File: src/rtl/alu_seq.sv
// Registered 8-op ALU with valid/ready handshakes; MUL runs a WIDTH-cycle
// shift-add loop producing a double-width unsigned product on {y_hi, y}.
module alu_seq #(
    parameter int unsigned WIDTH = 8
) (
    input  logic             clk,
    input  logic             rst,
    input  logic             in_valid,
    output logic             in_ready,
    input  logic [WIDTH-1:0] a,
    input  logic [WIDTH-1:0] b,
    input  logic [2:0]       op,
    output logic             out_valid,
    input  logic             out_ready,
    output logic [WIDTH-1:0] y,
    output logic [WIDTH-1:0] y_hi,
    output logic             z,
    output logic             n,
    output logic             c,
    output logic             bflag,
    output logic             v
);

    localparam int unsigned CW = $clog2(WIDTH);
    localparam logic [CW-1:0] LAST = CW'(WIDTH - 1);

    typedef enum logic [1:0] {IDLE, EXEC, DONE} state_t;
    typedef enum logic [2:0] {
        OP_ADD, OP_SUB, OP_AND, OP_OR, OP_XOR, OP_SHL, OP_SHR, OP_MUL
    } op_t;

    state_t           state;
    logic [CW-1:0]    cnt;
    logic [WIDTH-1:0] ma, mh, ml;
    logic [WIDTH:0]   msum;
    logic [WIDTH-1:0] mh_n, ml_n;
    logic             accept;

    logic [WIDTH-1:0] r_y;
    logic             r_c, r_b, r_v;

    assign in_ready  = !rst && (state == IDLE || (state == DONE && out_ready));
    assign accept    = in_valid && in_ready;
    assign out_valid = (state == DONE);

    always_comb begin
        r_y = '0;
        r_c = 1'b0;
        r_b = 1'b0;
        r_v = 1'b0;
        case (op_t'(op))
            OP_ADD: begin
                {r_c, r_y} = {1'b0, a} + {1'b0, b};
                r_v = (a[WIDTH-1] == b[WIDTH-1]) && (r_y[WIDTH-1] != a[WIDTH-1]);
            end
            OP_SUB: begin
                r_y = a - b;
                r_b = (a < b);
                r_v = (a[WIDTH-1] != b[WIDTH-1]) && (r_y[WIDTH-1] != a[WIDTH-1]);
            end
            OP_AND: r_y = a & b;
            OP_OR:  r_y = a | b;
            OP_XOR: r_y = a ^ b;
            // One extra bit beyond the operand captures the last bit shifted out.
            OP_SHL: {r_c, r_y} = {1'b0, a} << b;
            OP_SHR: {r_y, r_c} = {a, 1'b0} >> b;
            default: ;
        endcase
    end

    // Right-shifting {mh, ml}: ml starts as b, so ml[0] is the current multiplier bit.
    always_comb begin
        msum = {1'b0, mh} + (ml[0] ? {1'b0, ma} : '0);
        mh_n = msum[WIDTH:1];
        ml_n = {msum[0], ml[WIDTH-1:1]};
    end

    always_ff @(posedge clk) begin
        if (rst) begin
            state <= IDLE;
            cnt   <= '0;
            ma    <= '0;
            mh    <= '0;
            ml    <= '0;
            y     <= '0;
            y_hi  <= '0;
            z     <= 1'b0;
            n     <= 1'b0;
            c     <= 1'b0;
            bflag <= 1'b0;
            v     <= 1'b0;
        end else if (accept) begin
            if (op_t'(op) == OP_MUL) begin
                state <= EXEC;
                cnt   <= '0;
                ma    <= a;
                mh    <= '0;
                ml    <= b;
            end else begin
                state <= DONE;
                y     <= r_y;
                y_hi  <= '0;
                z     <= (r_y == '0);
                n     <= r_y[WIDTH-1];
                c     <= r_c;
                bflag <= r_b;
                v     <= r_v;
            end
        end else begin
            case (state)
                EXEC: begin
                    mh  <= mh_n;
                    ml  <= ml_n;
                    cnt <= cnt + 1'b1;
                    if (cnt == LAST) begin
                        state <= DONE;
                        y     <= ml_n;
                        y_hi  <= mh_n;
                        z     <= ({mh_n, ml_n} == '0);
                        n     <= mh_n[WIDTH-1];
                        c     <= 1'b0;
                        bflag <= 1'b0;
                        v     <= 1'b0;
                    end
                end
                DONE: if (out_ready) state <= IDLE;
                default: ;
            endcase
        end
    end

endmodule
File: config.mk
export PLATFORM = sky130hd
export DESIGN_NAME = alu_seq
export DESIGN_NICKNAME = d
export VERILOG_FILES = /design/src/rtl/alu_seq.sv
export SDC_FILE = /design/constraint.sdc
export NUM_CORES = 1
export LEC_CHECK = 0
export BUFFER_PORTS_ARGS = -buffer_cell sky130_fd_sc_hd__buf_2
export CORE_ASPECT_RATIO = 1.2
export CORE_UTILIZATION = 40
export DETAILED_ROUTE_END_ITERATION = 16
export PLACE_DENSITY = 0.65
export SYNTH_ARGS = -nofsm -noshare
export SYNTH_HDL_FRONTEND = slang
export SYNTH_SLANG_ARGS = --single-unit
File: constraint.sdc
create_clock -name clk -period 3.38 [get_ports clk]
set_clock_uncertainty 0.05 [all_clocks]
set_input_delay 0 -clock clk [delete_from_list [all_inputs] [get_ports clk]]
set_output_delay 0 -clock clk [all_outputs]
set_load 0.1 [all_outputs]
==> flow_summary_export.csv <==
group,metric,value,unit
setup_path,cp_slowest_cell,"fa_1",
clocking,cts-root-buf,"clkbuf_16",
min_path,worstHoldPathType,"primary input to flop",
placed_design,place_congestion,0.965,
sta,max_freq,310,MHz
sta,setup-tns-final,0,ns
sta,fin_ws,0.158,ns
sta,fin_crit,3.22,ns
global_route,grt_max_degree,52,
clocking,cts_resized,0,
routing,vias,4276,
routing,ant_nets,0,
routing,wl_per_cell,17.7,um
logic_synthesis,synth_cells,565,
final_layout,nets,650,
placed_design,hpwl,9.68,mm
routing,post-route-drc-count,0,
logic_synthesis,netlist_area,0.00430,sq mm
final_layout,areaGrowthSynthToFinish,11.3,%
logic_synthesis,synth_nets,626,
final_layout,antenna_cells,0,
sta,slew_headroom,56.6,%
placed_design,portBuffers,45,
power,powerDensity,327,mW/mm^2
final_layout,fill_cells,1055,
sta,whs,0.00886,ns
routing,routed_via_density,5.95,
clocking,postCtsSetupRepairBufs,0,
final_layout,drive_gt1_share,14.6,%
sta,worst_pin_slew,0.647,ns
die,pin_count,46,
logic_synthesis,ys_types,69,
die,rows,41,
logic_synthesis,synth.yosys.warnings,0,
clocking,cts_sinks,50,
die,die_w,96.7,um
setup_path,cp-start-kind,"flop",
sta,setup_violations,0,
global_route,antenna_found_initial,0,
setup_path,slowest_delay,0.52,ns
die,die_y,116,um
global_route,grt-ovfl-total,0,
setup_path,crit_required,3.55,ns
global_route,track_usage,22.8,%
routing,wl,12.7,mm
setup_path,path_max_fanout,3,
setup_path,path_class,"flop to flop",
setup_path,critPathBufInv,1,
placed_design,place_ws,0.167,ns
setup_path,end_kind,"flop",
logic_synthesis,ys.flop_type,"dfxtp_1",
logic_synthesis,synth_edf_count,0,
global_route,grt_pass1_wl,20.6,mm
flow_run,max_cap_viol_count,0,
final_layout,final_util,45.6,%
sta,post-route-period-util,95.3,%
sta,hold_viol,0,
logic_synthesis,ys_async_sr_fraction,0,%
power,fin_total_pwr,1.57,mW
setup_path,crit_chain,"and2_1 > ha_1 > inv_1 > fa_1 > nor4b_2 > nand2_1 > or4_1 > or4_1 > or4b_1 > o31a_1 > o22ai_2",
die,start_util,40.9,%
setup_path,critPathTopFamily,"simple AND/OR/NAND/NOR gates",
sta,rsz0062_at_grt,"false",
die,die_area,0.0112,sq mm
routing,drt_iter0_drc,169,
logic_synthesis,ys_seq_area_share,23.3,%
clocking,h-tree-depth,2,
clocking,tritoncts,"done",
routing,drt-pass1-iter-count,5,
run_status,outcome,"finished, final reports clean",
clocking,clk_path_buf_depth,2,
clocking,insertion_delay,0.29,ns
power,ir_drop,0.172,mV
sta,slew_viol_final,0,
global_route,first_global_vias,3995,
clocking,postCtsHoldBufs,0,
logic_synthesis,syn_avg_cell_area,7.62,sq um
setup_path,cp_common_cell,"or4_1",
setup_path,worstPathArrival,3.39,ns
die,core_area,0.0105,sq mm
logic_synthesis,ys_seq_elements,50,
clocking,path_clk_slew,0.06,ns
power,p_leak,1.95,nW
clocking,numCtsBuffers,5,
## final cells by class
type | instances | area [sq um] | share of cell area, %
clock buffer | 7 | 143 | 2.98
clock inverter | 1 | 5.00 | 0.104
inverter | 28 | 105 | 2.19
multi-input combinational | 445 | 3050 | 63.6
sequential | 50 | 1000 | 20.9
tap | 129 | 161 | 3.37
timing repair buffer | 59 | 330 | 6.89
## synth_stat cells (3+ instances only)
master / count / share of area, %
mux2i_1: 17 / 4.0
dfxtp_1: 50 / 23
nor4_1: 6 / 0.87
a211o_1: 4 / 0.81
and3_1: 3 / 0.44
xnor2_1: 6 / 1.2
nor2_1: 39 / 3.4
nand3_1: 24 / 2.8
a221oi_1: 4 / 0.81
o31ai_1: 3 / 0.52
or4_1: 3 / 0.52
fa_1: 3 / 1.4
a211oi_1: 13 / 2.3
or2_1: 3 / 0.44
nand2b_1: 10 / 1.5
nor3_1: 11 / 1.3
nor2b_1: 9 / 1.3
nand3b_1: 7 / 1.2
o21ai_0: 9 / 1.0
a22oi_1: 14 / 2.4
ha_1: 35 / 10
nor3b_1: 4 / 0.70
mux4_2: 6 / 3.1
buf_2: 4 / 0.47
o22ai_1: 4 / 0.58
o211ai_1: 5 / 0.87
a31oi_1: 9 / 1.3
xor2_1: 4 / 0.81
a32oi_1: 3 / 0.61
a21oi_1: 59 / 6.9
inv_1: 26 / 2.3
and2_1: 9 / 1.3
or3_1: 3 / 0.44
clkbuf_1: 36 / 3.1
o21bai_1: 3 / 0.52
o21ai_1: 7 / 0.81
nand2_1: 68 / 5.9
## worst register-to-register path: stages, from the launching register on
cell,delay [ns]
dfxtp_1,0.32
and2_1,0.13
ha_1,0.15
inv_1,0.05
fa_1,0.52
nor4b_2,0.20
nand2_1,0.07
or4_1,0.41
or4_1,0.40
or4b_1,0.48
o31a_1,0.27
o22ai_2,0.10
## power by group
part	leakage (nW)	total (mW)	internal [mW]	switching [mW]
logic	1.47	0.448	0.150	0.298
clock network	0.0739	0.506	0.294	0.212
registers	0.404	0.614	0.603	0.0114
## cells in the final DEF, fill, tap and decap left out, types with 9 or more instances in the layout
cell / instances
a21oi_1: 59
o21ai_0: 9
nor2_1: 39
a22oi_1: 14
nand3_1: 24
nor2b_1: 9
buf_4: 14
ha_1: 35
nand2b_1: 10
inv_1: 26
buf_2: 45
dfxtp_1: 50
and2_1: 9
a211oi_1: 13
a31oi_1: 9
nor3_1: 10
mux2i_1: 17
nand2_1: 68
## cell families (layout without fill, tap and decap cells)
group | after synthesis | after routing | synth area share [%]
and+or+nand+nor | 213 | 213 | 25.1
AOI/OAI and AO/OA | 158 | 158 | 24.0
buffers and inverters | 70 | 95 | 6.22
DFF | 50 | 50 | 23.3
adders and majority gates | 38 | 38 | 11.6
muxes | 26 | 26 | 7.88
xor gates and xnor gates | 10 | 10 | 2.04
## final timing paths
| kind | cells past startpoint | to | start | slack, ns |
|---|---|---|---|---|
| setup / recovery | 11 | z | ma[0] | 0.16 |
| hold / removal | 3 | ma[0] | a[0] | 0.009 |
| setup reg to reg | 11 | z | ma[0] | 0.16 |
| hold reg to reg | 2 | ma[2] | ma[2] | 0.40 |
## per-stage QoR
step | cells | cell area, sq um
after global routing | 719 | 4790
after detailed placement | 711 | 4640
after global placement | 711 | 4640
final | 719 | 4790
after CTS | 719 | 4780
after floorplan | 565 | 4300
## sequential cells by signal, summed over array words and instances (netlist names), 2 cells and up
register	cells
cnt	3
state	2
ma	8
y	8
mh	8
y_hi	8
ml	8
## metal layers
metal | global-route usage (%) | up-vias | share of wire [%]
met5 | 0 | - | 0
li1 | - | 2089 | -
met3 | 2.96 | 28 | 4.0
met1 | 28.3 | 2032 | 44
met2 | 39.9 | 127 | 48
met4 | 9.95 | 0 | 3.6
Note: power is estimated with default switching activity, not from simulation.
